## config.mk

```make
export PLATFORM = sky130hd
export DESIGN_NAME = pps_tune_loop
export DESIGN_NICKNAME = d
export VERILOG_FILES = /design/src/rtl/pps_tune_pkg.sv /design/src/rtl/pps_period_meas.sv /design/src/rtl/pps_tune_loop.sv
export SDC_FILE = /design/constraint.sdc
export NUM_CORES = 1
export LEC_CHECK = 0
export ABC_AREA = 1
export CORE_ASPECT_RATIO = 1.2
export CORE_MARGIN = 8
export CORE_UTILIZATION = 50
export CTS_BUF_LIST = sky130_fd_sc_hd__clkbuf_4
export DETAILED_ROUTE_END_ITERATION = 16
export GPL_TIMING_DRIVEN = 0
export PLACE_DENSITY = 0.81
export SKIP_CTS_REPAIR_TIMING = 1
export SYNTH_ARGS = -nofsm -noshare
export SYNTH_HDL_FRONTEND = slang
export SYNTH_SLANG_ARGS = --single-unit
```

## constraint.sdc

```tcl
create_clock -name clk -period 6.8 [get_ports clk]
set_clock_uncertainty 0.05 [all_clocks]
set_input_delay 1.36 -clock clk [delete_from_list [all_inputs] [get_ports clk]]
set_output_delay 1.36 -clock clk [all_outputs]
set_load 0.02 [all_outputs]
```

## src/rtl/pps_tune_pkg.sv

```systemverilog
// rtl/pps_tune_pkg.sv - shared state encodings, defaults and tune integrator step
package pps_tune_pkg;

  typedef enum logic [1:0] {
    ST_IDLE = 2'd0,
    ST_ACQ  = 2'd1,
    ST_LOCK = 2'd2,
    ST_HOLD = 2'd3
  } pps_state_t;

  localparam int unsigned DEF_NOMINAL = 30720000;
  localparam int unsigned DEF_TOL     = 3072;

  // Step is clamped to +/-4095 first, then the 14-bit sum is clamped to 0..4095.
  function automatic logic [11:0] tune_step(input logic [11:0] tune,
                                            input logic signed [32:0] err,
                                            input int unsigned shift,
                                            input bit pol);
    logic signed [32:0] s;
    logic signed [12:0] st;
    logic signed [13:0] sum;
    s = err >>> shift;
    if (s > 33'sd4095)       st = 13'sd4095;
    else if (s < -33'sd4095) st = -13'sd4095;
    else                     st = s[12:0];
    if (pol) sum = $signed({2'b00, tune}) + $signed({st[12], st});
    else     sum = $signed({2'b00, tune}) - $signed({st[12], st});
    if (sum < 14'sd0)         return 12'd0;
    else if (sum > 14'sd4095) return 12'd4095;
    else                      return sum[11:0];
  endfunction

endpackage

```

## src/rtl/pps_period_meas.sv

```systemverilog
// rtl/pps_period_meas.sv - PPS period from successive captures plus missing-PPS watchdog
module pps_period_meas #(
  parameter int unsigned WD_LIMIT = 30723073
) (
  input  logic        clk,
  input  logic        rst,
  input  logic        clr,
  input  logic        cap_stb,
  input  logic [31:0] cap_val,
  output logic [31:0] period,
  output logic        period_stb,
  output logic        miss
);

  logic [31:0] prev_cap;
  logic        have_prev;
  logic [31:0] wd_cnt;

  always_ff @(posedge clk or posedge rst) begin
    if (rst) begin
      prev_cap   <= '0;
      have_prev  <= 1'b0;
      period     <= '0;
      period_stb <= 1'b0;
      miss       <= 1'b0;
      wd_cnt     <= '0;
    end else begin
      period_stb <= 1'b0;
      miss       <= 1'b0;
      if (clr) begin
        have_prev <= 1'b0;
        wd_cnt    <= '0;
      end else if (cap_stb) begin
        // Modular subtraction makes free-running counter wrap transparent.
        prev_cap  <= cap_val;
        have_prev <= 1'b1;
        wd_cnt    <= '0;
        if (have_prev) begin
          period     <= cap_val - prev_cap;
          period_stb <= 1'b1;
        end
      end else if (wd_cnt == WD_LIMIT - 1) begin
        wd_cnt <= '0;
        miss   <= 1'b1;
      end else begin
        wd_cnt <= wd_cnt + 32'd1;
      end
    end
  end

endmodule

```

## src/rtl/pps_tune_loop.sv

```systemverilog
// rtl/pps_tune_loop.sv - GPS PPS disciplining loop: error stage, lock FSM, tune integrator
module pps_tune_loop
  import pps_tune_pkg::*;
#(
  parameter int unsigned NOMINAL    = DEF_NOMINAL,
  parameter int unsigned TOL        = DEF_TOL,
  parameter int unsigned ACQ_N      = 3,
  parameter int unsigned HOLD_MAX   = 60,
  parameter int unsigned GAIN_SHIFT = 2,
  parameter bit          POL        = 1'b0
) (
  input  logic        clk,
  input  logic        rst,
  input  logic        en,
  input  logic [11:0] tune_init,
  input  logic        cap_stb,
  input  logic [31:0] cap_val,
  output logic [11:0] tune_val,
  output logic        tune_oe,
  output logic [1:0]  state,
  output logic [15:0] err_val,
  output logic        err_stb
);

  localparam logic signed [32:0] NOM_S  = 33'(NOMINAL);
  localparam logic signed [32:0] TOL_S  = 33'(TOL);
  localparam logic signed [32:0] SAT_HI = 33'sd32767;

  pps_state_t         state_q, state_d;
  logic [7:0]         acq_q, acq_d, hold_q, hold_d, hold_inc;
  logic [11:0]        tune_q, tune_d;
  logic [31:0]        period;
  logic               period_stb, miss, flush;
  logic signed [32:0] err_c, err_q;
  logic [15:0]        err_sat;
  logic               valid_q, ev_valid, ev_bad;

  // Leaving IDLE must always start from a fresh capture, so IDLE also flushes.
  assign flush = !en || (state_q == ST_IDLE);

  pps_period_meas #(.WD_LIMIT(NOMINAL + TOL + 1)) u_meas (
    .clk        (clk),
    .rst        (rst),
    .clr        (flush),
    .cap_stb    (cap_stb),
    .cap_val    (cap_val),
    .period     (period),
    .period_stb (period_stb),
    .miss       (miss)
  );

  assign err_c = $signed({1'b0, period}) - NOM_S;

  always_comb begin
    if (err_c > SAT_HI)       err_sat = 16'h7fff;
    else if (err_c < -SAT_HI) err_sat = 16'h8001;
    else                      err_sat = err_c[15:0];
  end

  always_ff @(posedge clk or posedge rst) begin
    if (rst) begin
      err_q   <= '0;
      valid_q <= 1'b0;
      err_val <= '0;
      err_stb <= 1'b0;
    end else begin
      err_stb <= 1'b0;
      if (period_stb && !flush) begin
        err_q   <= err_c;
        valid_q <= (err_c <= TOL_S) && (err_c >= -TOL_S);
        err_val <= err_sat;
        err_stb <= 1'b1;
      end
    end
  end

  // A period result takes precedence over a watchdog miss landing together.
  assign ev_valid = err_stb && valid_q;
  assign ev_bad   = (err_stb && !valid_q) || (miss && !err_stb);
  assign hold_inc = hold_q + 8'd1;

  always_comb begin
    state_d = state_q;
    acq_d   = acq_q;
    hold_d  = hold_q;
    tune_d  = tune_q;
    if (!en) begin
      state_d = ST_IDLE;
      acq_d   = '0;
      hold_d  = '0;
      tune_d  = tune_init;
    end else begin
      case (state_q)
        ST_IDLE: begin
          state_d = ST_ACQ;
          acq_d   = '0;
          tune_d  = tune_init;
        end
        ST_ACQ: begin
          if (ev_valid) begin
            if (acq_q == 8'(ACQ_N - 1)) begin
              state_d = ST_LOCK;
              acq_d   = '0;
            end else begin
              acq_d = acq_q + 8'd1;
            end
          end else if (ev_bad) begin
            acq_d = '0;
          end
        end
        ST_LOCK: begin
          if (ev_valid) begin
            tune_d = tune_step(tune_q, err_q, GAIN_SHIFT, POL);
          end else if (ev_bad) begin
            state_d = ST_HOLD;
            hold_d  = 8'd1;
          end
        end
        ST_HOLD: begin
          if (ev_valid) begin
            state_d = ST_LOCK;
            hold_d  = '0;
            tune_d  = tune_step(tune_q, err_q, GAIN_SHIFT, POL);
          end else if (ev_bad) begin
            if (hold_inc == 8'(HOLD_MAX)) begin
              state_d = ST_IDLE;
              hold_d  = '0;
              tune_d  = tune_init;
            end else begin
              hold_d = hold_inc;
            end
          end
        end
        default: state_d = ST_IDLE;
      endcase
    end
  end

  always_ff @(posedge clk or posedge rst) begin
    if (rst) begin
      state_q <= ST_IDLE;
      acq_q   <= '0;
      hold_q  <= '0;
      tune_q  <= '0;
      tune_oe <= 1'b0;
    end else begin
      state_q <= state_d;
      acq_q   <= acq_d;
      hold_q  <= hold_d;
      tune_q  <= tune_d;
      tune_oe <= en;
    end
  end

  assign tune_val = tune_q;
  assign state    = state_q;

endmodule

```

# Word-level counts from Yosys, hierarchy flattened

Cells that the tools add are included.

Word-level logic and storage cells: 127
Output and inout port bits: 32
Memory bits (writable): 0
Memories kept: 0
Bits in registers: 181
Input port bits: 48
Bits in latches: 0
Bits in read-only memories: 0

Bitwise operators: 1
Add/sub/neg operators: 7
Multiply operators: 0
Shift operators: 0
Mux-type cells: 58
Order comparisons: 10
Div/mod/pow operators: 0
Equality and inequality tests: 17
Reductions and logical operators: 19

Operators by type and width:

| kind                                                                                   | number |
|---|---|
| 12-bit two-way mux                                                                     | 9 |
| 32-bit two-way mux                                                                     | 3 |
| 13-bit two-way mux                                                                     | 7 |
| 14-bit two-way mux                                                                     | 6 |
| 8-bit two-way mux                                                                      | 10 |
| 12-bit one-hot mux with 3 select lines                                                 | 1 |
| 33-bit by 13-bit greater-or-equal comparator with 1-bit output (second input constant) | 1 |
| 33-bit by 16-bit > comparator with 1-bit output (second input constant)                | 1 |
| 33-bit by 13-bit less-or-equal comparator with 1-bit output (second input constant)    | 1 |
| 33-bit by 16-bit < comparator with 1-bit output (second input constant)                | 1 |
| 32-bit by 25-bit subtractor with 33-bit output (second input constant)                 | 1 |
| 32-bit by 1-bit adder with 32-bit output (second input constant)                       | 1 |
| 32-bit by 25-bit equality test with 1-bit output (second input constant)               | 1 |
| 16-bit two-way mux                                                                     | 2 |
| 8-bit one-hot mux with 2 select lines                                                  | 2 |
| 32-bit subtractor                                                                      | 1 |
| 31-bit by 13-bit > comparator with 1-bit output (second input constant)                | 1 |
| 31-bit by 13-bit < comparator with 1-bit output (second input constant)                | 1 |
| 14-bit by 13-bit > comparator with 1-bit output (second input constant)                | 2 |
| 14-bit by 1-bit < comparator with 1-bit output (second input constant)                 | 2 |
| 13-bit by 13-bit subtractor with 14-bit output                                         | 2 |
| 8-bit by 1-bit adder with 8-bit output (second input constant)                         | 2 |
| 2-bit two-way mux                                                                      | 8 |
| 3-bit != test (second input constant)                                                  | 5 |
| other kinds (19)                                                                       | 41 |

# Depth between registers and ports, before layout

Gate-level depths: netlist of run 1.

Depth after elaboration: 16
Mapped depth: 24
Gate-level depth less buffers: 23

# By module

Synthesis of run 1 repeated with hierarchy kept, for this count alone.

Cell total of the unflattened synthesis: 1833
Area total of the unflattened synthesis: 12441.9 um^2

By module, submodules not included:

| module          | cells an instance | area an instance (um^2) | times used |
|---|---|---|---|
| pps_period_meas | 1048              | 7038.0                  | 1 |
| pps_tune_loop   | 785               | 5403.9                  | 1 |

# Worst setup path after synthesis of run 1

No wires, ideal clock.

Path type: input to register
Start point: input cap_val[0]
End point: register u_meas.period[22]
Setup slack: 3.446 ns
Buffers on the path: 0
Required time: 6.620 ns
Stages: 15
Arrival: 3.174 ns
Cells stage by stage: inv_1 -> ha_1 -> fa_1 -> inv_1 -> nand2_1 -> o21ai_1 -> a21oi_1 -> o21ai_1 -> a21oi_1 -> o21bai_1 -> nand2_1 -> nand2_1 -> nand2_1 -> nand3_1 -> o21ai_0

Longest elaborated chain between the ends: 1

RTL lines:

| item                   | line                  | source |
|---|---|---|
| start: declaration     | pps_tune_loop.sv:17   | `input logic [31:0] cap_val,` |
| 32-bit subtractor      | pps_period_meas.sv:39 | `period <= cap_val - prev_cap;` |
| end signal: assignment | pps_period_meas.sv:39 |  |
| end: declaration       | pps_period_meas.sv:10 | `output logic [31:0] period,` |

No other way between the ends.
A chain may end at the register's enable or synchronous reset.

# Worst setup path in the final report of run 1

Same ends and word-level chain as after synthesis.

==> metrics.cfg, run 1 <==
[global_route]
grt_pass1_vias=10400
grt_max_degree=116
antenna_found_initial=1
grt_pass1_wl_um=48000
grtUsageTotal_pct=20.7
grt.overflow.total=0

[setup_path]
ff2ff_path_depth=21
cp.depth=16
max_stage_delay_ns=0.50
cp.required_ns=7.22
arrival_ns=4.29
r2r_end=tune_val[2]
ff2ff_setup_slack_ns=3.08
worst-setup-path-type=in2reg
timing.rr.start=err_q[32]
path_common_cell=nand2_1
cp_max_fo=4
crit_path_cell_trace=clkdlybuf4s50_1 > inv_1 > ha_1 > fa_1 > inv_1 > nand2_1 > o21ai_1 > a21oi_1 > o21ai_1 > a21oi_1 > o21bai_1 > nand2_1 > nand2_1 > nand2_1 > nand3_1 > o21ai_0
critPathLaunchType=input pin
startpoint=cap_val[0]
end_kind=flip-flop
crit_family=compound AO/OA/AOI/OAI gates
slowest_stage=clkdlybuf4s50_1
crit_buf_inv=3
crit_end=u_meas.period[22]

[sta]
setup_viol=0
hold_violations=0
rsz0062_at_grt=false
hold_ws_ns=0.464
finalCriticalPeriod_ns=3.87
tightest_slew_ns=0.691
fin_ws_ns=2.93
drv_slew=0
fin_crit_sh_pct=57.0
slew_headroom_pct=53.5
fmax_mhz=258

[synth]
ys_seq_area_share_pct=39.5
syn_avg_cell_area_um2=7.27
synth_cell_type_count=52
synth_compound_area_share_pct=16.1
synthSimpleGateAreaFrac_pct=27.8
synth_top_family_by_area=simple AND/OR/NAND/NOR gates
synth.top_cell.area_share_pct=39.5
yosysTopAreaCell=dfrtp_1
synth-seq-cells=179
muxShareOfSynthArea_pct=0
async_flop_share_pct=100
ys.flop_type=dfrtp_1
synth_adder_area_share_pct=6.09
ys_warn_count=0
synth_area_um2=11300
synthCells=1559
synth.area.top_cells=dfrtp_1, nand2_1, inv_1
synth_edf_count=0
synth_xor_xnor_area_share_pct=1.62
syn-num-nets=1661

[pwr]
comb_power_share_pct=52.0
power_leakage_uw=0.00591
p_total_uw=4820
p_sw_uw=2280
intPower_uw=2540
p_per_area_nw_per_um2=377
clockPowerShare_pct=12.3
sw_frac_of_total_pct=47.3
vdd_drop_max_v=0.000173
power.share.sequential_pct=35.7

[route]
viasPerCell=5.45
drc=0
firstDrtPassIters=5
drt_iter0_markers=670
wl_per_cell_um=14.5
antenna_left=0
vias=10600
routed_wl_um=28300

[placed_design]
dpl_cell_area_um2=12500
gp_congestion=0.915
dp_hpwl_um=22500
place_ws_ns=2.37
port_buffers=79

[floorplan]
fp-row-count=60
start_util_pct=50.7
io_pins=80
dieArea_um2=27800
core_region_area_um2=22400
die_x_um=153
die_h_um=181

[clock_tree]
path_clk_slew_ns=0.14
clock_latency_ns=0.60
cts_root_buf=clkbuf_4
cts_num_sinks=179
cts_inserted_buffers=17
cts.path.max_buffers=2
cts_tree=yes
htree_levels=4

[layout]
final_design_area_no_fill_um2=12800
drive_gt1_share_pct=5.98
area_delta_synth_final_pct=12.8
final_common_cell=nand2_1
final_cell_mix=nand2_1, inv_1, dfrtp_1, o21ai_0, a21oi_1
fin_nets=1760

[run]
cap_violations=0

[outcome]
status=complete, no violations

[hold_path]
hold_depth=2
holdCritPathClass=reg2reg

-- cells by family (layout without fill, tap and decap cells) --
logic type / after synthesis / in the layout
AOI/OAI and AO/OA: 331 / 331
adders and majority gates: 54 / 54
other: 0 / 2
buffers and inverters: 263 / 375
DFF: 179 / 179
and+or+nand+nor: 711 / 711
xor gates and xnor gates: 21 / 21
-- cell usage after synthesis (all sizes together) (3+ instances only) --
cell type,n
a21oi,119
o21a,3
nor4,23
ha,52
o21ai,147
and3,4
xor2,18
o21bai,11
buf,11
nand3,89
nand4,35
a22oi,12
a31oi,14
clkbuf,22
or2,15
nand2,372
nor2,128
inv,228
a211oi,6
xnor2,3
nor3,42
a221oi,3
a21o,3
dfrtp,179
o22ai,7
-- power groups by stage --
stage | combinational [uW] | sequential, uW | clock [uW]
6_report | 2500 | 1720 | 592
5_1_grt | 2830 | 1770 | 641
4_1_cts | 2490 | 1720 | 604
3_5_place_dp | 2480 | 1740 | 0
3_3_place_gp | 2420 | 1730 | 0
2_1_floorplan | 1700 | 1750 | 0
-- metal layers --
| layer | part of all wire (%) | GRT usage (%) |
|---|---|---|
| met1 | 44 | 25.1 |
| met2 | 49 | 36.3 |
| met3 | 4.0 | 2.65 |
| met4 | 3.1 | 8.72 |
| met5 | 0 | 0 |
-- stage by stage --
step	std cells	TNS (ns)	util, %
after CTS	1950	0	57.1
final	1952	0	57.2
after floorplan	1559	0	-
after global routing	1952	0	57.2
after global placement	1917	-294.74	55.8
after detailed placement	1918	0	55.9
-- state kept, by name, indices dropped and copies added (netlist names), 2 cells and up --
register / cells
tune_val: 12
u_meas.wd_cnt: 32
err_val: 16
acq_q: 8
u_meas.prev_cap: 32
u_meas.period: 32
err_q: 31
state: 2
hold_q: 8
-- tightest hold or removal path, stage by stage, from the launching register on --
cell and delay [ns]:
dfrtp_1 0.37, nand2_1 0.06, nand2_1 0.06
-- worst min-delay path by stage --
stage	startpoint	to	slack (ns)
6_report	valid_q	valid_q	0.46
5_1_grt	valid_q	valid_q	0.49
4_1_cts	valid_q	valid_q	0.47
3_5_place_dp	valid_q	valid_q	0.43
3_3_place_gp	valid_q	valid_q	0.42
2_1_floorplan	valid_q	valid_q	0.40
-- area by class of cell --
type | instances | area, um^2
fill | 2105 | 9580
inverter | 230 | 872
tap | 279 | 349
clock inverter | 12 | 121
timing repair buffer | 80 | 818
multi-input combinational | 1117 | 5840
clock buffer | 20 | 150
antenna | 2 | 5.00
sequential | 179 | 4480
buffer | 33 | 150
Power figures use the tool's default switching activity.
==> run 2: changes to the inputs <==
- PLACE_DENSITY: 0.81 -> 0.83
- clock period: 6.8 -> 3.39 ns (I/O delays scaled with it)
==> run 2 against run 1 <==
Power up 110%; sequential power rose by 100%; first-iteration DRC count increased by 13%; die area did not move; utilization up 1.6 points; final cell count grew 0.46%; sequential cell count did not move; critical endpoint is now tune_val[4]; highest routed layer unchanged.
==> metrics.cfg, run 2 (synthesis gave the netlist of run 1 again) <==
[outcome]
status=complete, no violations

[route]
wl_per_cell_um=15.3  ; +5.2%
vias=10900  ; +2.5%
firstDrtPassIters=5  ; unchanged
dr.max_layer_used=met4
drt_iter0_markers=756  ; +13%
wl_met2_um=14700  ; +6.5%
viasPerCell=5.57  ; +2.1%
met1_length_um=12600  ; +0.36%
antenna_left=0  ; unchanged
wl_met3_um=1470  ; +30%
drc=0  ; unchanged
routed_wl_um=29900  ; +5.7%

[clock_tree]
cts_num_sinks=179  ; unchanged
htree_levels=4  ; unchanged
cts.path.max_buffers=2  ; unchanged
cts_root_buf=clkbuf_4
clock_latency_ns=0.61  ; about the same
cts_tree=yes
path_clk_slew_ns=0.17  ; +0.03 ns
cts_inserted_buffers=17  ; unchanged

[layout]
final_cell_mix=nand2_1, inv_1, dfrtp_1, o21ai_0, nor2_1
final_common_cell=nand2_1
top_regs=u_meas.period x32, u_meas.prev_cap x32, u_meas.wd_cnt x32
drive_gt1_share_pct=8.39  ; +2.4 points
final_cells=1961  ; +0.46%
fin_nets=1770  ; +0.57%
area_delta_synth_final_pct=15.9
fillers=2034  ; -3.4%

[setup_path]
cp.required_ns=3.87  ; -3.35 ns
end_kind=flip-flop
arrival_ns=3.76  ; -0.53 ns
r2r_end=tune_val[4]
critPathLaunchType=flip-flop
cp_max_fo=10  ; +6
timing.rr.start=err_q[5]
startpoint=err_q[5]
path_common_cell=nand2_1
slowest_stage=dfrtp_1
worst-setup-path-type=reg2reg
crit_path_cell_trace=inv_1 > nand3_1 > nor4_1 > a311oi_1 > a21oi_1 > inv_2 > buf_6 > a21oi_2 > ha_1 > nand2_1 > nor3_2 > nand4_1 > o2111ai_2 > a21oi_1 > nand2_1 > nand2_1 > inv_1 > clkbuf_4 > nand2_1 > a21oi_2
max_stage_delay_ns=0.45  ; -0.05 ns
ff2ff_setup_slack_ns=0.11  ; -2.97 ns
crit_end=tune_val[4]
ff2ff_path_depth=20  ; -4.8%

[placed_design]
dp_hpwl_um=23200  ; +3.3%
dp.cells=1921  ; +0.16%
gp_congestion=0.909  ; -0.73%
port_buffers=79  ; unchanged

[sta]
drv_slew=0  ; unchanged
fmax_mhz=305
fin_crit_sh_pct=96.7
tightest_slew_ns=0.886  ; +0.196 ns
slew_headroom_pct=40.8  ; -13 points
hold_violations=0  ; unchanged
setup-tns-final_ns=0  ; unchanged
setup_viol=0  ; unchanged
finalCriticalPeriod_ns=3.28

[global_route]
grt_pass1_vias=10400  ; +0.21%
grt_max_degree=46  ; -60%
grt_pass1_wl_um=48100  ; +0.23%
antenna_found_initial=1  ; unchanged
grtUsageTotal_pct=20.8  ; +0.15 points
grt.overflow.total=0  ; unchanged

[floorplan]
core_region_area_um2=22400  ; unchanged
die_x_um=153  ; unchanged
start_util_pct=50.7  ; unchanged
fp-row-count=60  ; unchanged
dieArea_um2=27800  ; unchanged
io_pins=80  ; unchanged
die_h_um=181  ; unchanged

[pwr]
vdd_drop_max_v=0.000337  ; +95%
power_leakage_uw=0.00601  ; +1.7%
p_per_area_nw_per_um2=767  ; +100%

[run]
cap_violations=0  ; unchanged

[hold_path]
holdCritPathClass=reg2reg

==> run 2: where the power goes <==
group	leakage, uW	switching [uW]	total, uW	internal (uW)
sequential	0.00227	654	3500	2840
combinational	0.00358	3330	5280	1950
clock	0.000162	821	1300	482
total	0.00601	4800	10100	5280
==> run 2: worst min path at each step <==
stage                  startpoint            endpoint  cells after the start
5_1_grt                   valid_q             valid_q                      2
2_1_floorplan             valid_q             valid_q                      2
3_5_place_dp     u_meas.period[3]    u_meas.period[3]                      2
4_1_cts          u_meas.period[3]    u_meas.period[3]                      2
3_3_place_gp   u_meas.prev_cap[0]  u_meas.prev_cap[0]                      2
6_report         u_meas.period[3]    u_meas.period[3]                      2
==> run 2: stage by stage <==
stage	total power, uW	hold WS (ns)	util [%]	area, um^2	setup WS [ns]
floorplan	6920	0.399	-	11300	0.367
global placement	8320	0.422	55.8	12500	-0.986
detailed placement	8510	0.431	56.2	12600	-0.406
CTS	9810	0.464	57.6	12900	-0.440
global route	10900	0.494	58.7	13100	-0.148
finish	10100	0.461	58.7	13100	0.113
==> run 2: critical path, delay by kind of cell (launching register included) <==
family          cells  cell delay, ns
simple gates        8            1.05
flops               1            0.45
fa+ha+maj           1            0.21
buf+inv             5            0.60
compound gates      6            0.81
==> run 2: final cells by class <==
type	count	area [um^2]	share of cell area [%]
multi-input combinational	1117	6030	45.9
sequential	179	4480	34.1
timing repair buffer	90	935	7.11
inverter	230	868	6.61
tap	279	349	2.66
buffer	33	170	1.29
clock inverter	13	166	1.27
clock buffer	19	143	1.09
antenna	1	2.50	0.0190
==> run 2: metal layers <==
metal	global-route usage, %	vias up
met2	36.6	349
li1	-	5385
met1	24.8	5097
met3	2.94	84
met5	0	-
met4	9.46	0
==> run 3: changes to the inputs <==
- SYNTH_HIERARCHICAL: not set -> 1
==> run 3 against run 2 <==
The run now ends with negative setup slack left; power rose by 7.6%; worst setup slack worse by 0.16 ns; sequential cell count did not move; non-clock buffer count fell by 1; largest cell class unchanged; critical endpoint is now tune_val[9]; final cell count increased by 16%; fmax decreased by 4.6%.
==> metrics.cfg, run 3 <==
[clock_tree]
htree_levels=4  ; unchanged
cts_root_buf=clkbuf_4
cts_inserted_buffers=17  ; unchanged
cts.path.max_buffers=2  ; unchanged
clock_latency_ns=0.62  ; about the same
path_clk_slew_ns=0.18  ; about the same
cts_num_sinks=179  ; unchanged
cts_tree=yes

[global_route]
grt_max_degree=75  ; +63%
grt_pass1_wl_um=53900  ; +12%
grt_pass1_vias=11700  ; +12%
grt.overflow.total=0  ; unchanged
grtUsageTotal_pct=21.2  ; +0.41 points
antenna_found_initial=1  ; unchanged

[outcome]
status=finished with violations
failed_checks=negative setup slack

[sta]
setup-tns-final_ns=-0.0768  ; -0.0768 ns
drv_slew=0  ; unchanged
finalCriticalPeriod_ns=3.44  ; +0.160 ns
tightest_slew_ns=0.579  ; -0.307 ns
fmax_mhz=291  ; -4.6%
slew_headroom_pct=61.4  ; +21 points
fin_crit_sh_pct=101  ; +4.7 points
setup_viol=4  ; +4
rsz0062_at_grt=true
fin_ws_ns=-0.0472  ; -0.160 ns
hold_violations=0  ; unchanged

[layout]
drive_gt1_share_pct=8.14  ; -0.25 points
fillers=2332  ; +15%
final_cells=2280  ; +16%
top_regs=u_meas/period x32, u_meas/prev_cap x32, u_meas/wd_cnt x32
final_common_cell=nand2_1
multi_input_area_um2=6840  ; +14%
final_cell_mix=nand2_1, inv_1, dfrtp_1, nor2_1, nand3_1
area_delta_synth_final_pct=14.4
fin_nets=2043  ; +15%
regArea_um2=4480  ; about the same
final_design_area_no_fill_um2=14200  ; +8.3%

[hold_path]
holdCritPathClass=in2async

[synth]
synthCells=1833  ; +18%
yosysTopAreaCell=dfrtp_1
synth_top_family_by_area=simple AND/OR/NAND/NOR gates
synth_compound_area_share_pct=8.91  ; -7.2 points
ys_top_cells_by_count=nand2_1, inv_1, dfrtp_1
synth_xor_xnor_area_share_pct=1.90  ; +0.28 points
synth.area.top_cells=dfrtp_1, nand2_1, inv_1
synth-seq-cells=179  ; unchanged
synth_area_um2=12400  ; +9.7%
ys_seq_area_share_pct=36.0  ; -3.5 points
muxShareOfSynthArea_pct=0  ; unchanged
synth_edf_count=0  ; unchanged
syn_avg_cell_area_um2=6.79  ; -6.7%
async_flop_share_pct=100  ; unchanged
synthSimpleGateAreaFrac_pct=37.4  ; +9.6 points
synth_cell_type_count=52  ; unchanged
ys_warn_count=6  ; +6
ys.flop_type=dfrtp_1
syn-num-nets=1935  ; +16%
synth.top_cell.area_share_pct=36.0  ; -3.5 points
synth_adder_area_share_pct=5.55  ; -0.54 points
synth.most_common_cell=nand2_1

[route]
viasPerCell=5.27  ; -5.4%
firstDrtPassIters=6  ; +1
antenna_left=0  ; unchanged
drc=0  ; unchanged
wl_per_cell_um=14.0  ; -8.1%
vias=12000  ; +10%
routed_wl_um=32000  ; +6.9%
drt_iter0_markers=979  ; +29%

[pwr]
p_total_uw=10800  ; +7.6%
p_per_area_nw_per_um2=762  ; -0.60%
power_leakage_uw=0.00724  ; +20%
vdd_drop_max_v=0.000369  ; +9.5%

[setup_path]
cp_max_fo=5  ; -5
end_kind=flip-flop
critPathLaunchType=flip-flop
ff2ff_path_depth=19  ; -5.0%
cp.required_ns=3.88  ; about the same
worst-setup-path-type=reg2reg
arrival_ns=3.93  ; +0.17 ns

[placed_design]
dpl_cell_area_um2=13700  ; +9.0%
dp.cells=2239  ; +17%
port_buffers=79  ; unchanged
place_ws_ns=-0.235  ; +0.171 ns
gp_congestion=0.959  ; +5.5%
dp_hpwl_um=24800  ; +6.9%

[run]
cap_violations=0  ; unchanged

[floorplan]
fp-row-count=63  ; +5.0%
core_region_area_um2=24600  ; +9.9%
die_x_um=160  ; +4.3%
die_h_um=189  ; +4.3%
dieArea_um2=30200  ; +8.8%
io_pins=80  ; unchanged
start_util_pct=50.6  ; -0.087 points

==> run 3: critical path: stages (launching register included) <==
cell and delay (ns):
dfrtp_1 0.43, or4_4 0.56, nor3_4 0.16, nand4_1 0.11, nand2_1 0.12, inv_2 0.06, buf_6 0.13, a21oi_2 0.11
ha_2 0.33, a21oi_2 0.20, o21ai_0 0.11, nor2_1 0.21, o21ai_1 0.14, a21oi_1 0.20, xor2_1 0.20, nand2_2 0.06
nand2_1 0.06, nand2_1 0.04, nand2_1 0.05, nand2_1 0.04
==> run 3: through the flow <==
stage,util [%],hold slack [ns]
floorplan,-,0.399
global placement,55.5,0.420
detailed placement,55.7,0.421
CTS,56.9,0.334
global route,57.9,0.353
finish,57.9,0.354
==> run 3: cell type report <==
| cell class | count | area share, % |
|---|---|---|
| multi-input cells | 1325 | 48.1 |
| plain buffers | 33 | 1.27 |
| inverters | 296 | 7.84 |
| diodes | 1 | 0.0176 |
| clock inverters | 15 | 1.21 |
| clock buffers | 17 | 0.897 |
| well taps | 325 | 2.86 |
| repair buffers | 89 | 6.33 |
| flip-flops and latches | 179 | 31.5 |
==> run 3: logic make-up after synthesis <==
kind of cell | Yosys count
and+or+nand+nor | 1038
buffers and inverters | 329
AOI/OAI and AO/OA | 206
DFF | 179
adders and majority gates | 54
xor gates and xnor gates | 27
==> run 3: final timing paths <==
| path | start | to | slack [ns] |
|---|---|---|---|
| worst max-delay path | err_q[19] | tune_val[9] | -0.05 |
| worst min-delay path | rst | acq_q[4] | 0.35 |
| worst max register to register | err_q[19] | tune_val[9] | -0.05 |
| worst min register to register | valid_q | valid_q | 0.45 |
| max in group asynchronous | rst | u_meas/period[23] | 2.16 |
| min in group clk | valid_q | valid_q | 0.45 |
==> run 3: power by group <==
part / switching [uW] / internal (uW)
logic: 3730 / 2240
registers: 741 / 2860
clock network: 823 / 458
==> run 3: layer usage <==
layer | vias to the layer above | GRT usage [%] | wire length [um]
met5 | - | 0 | 0
li1 | 6082 | - | -
met1 | 5556 | 26.1 | 14000
met4 | 0 | 8.21 | 964
met2 | 307 | 36.5 | 15600
met3 | 61 | 3.69 | 1420
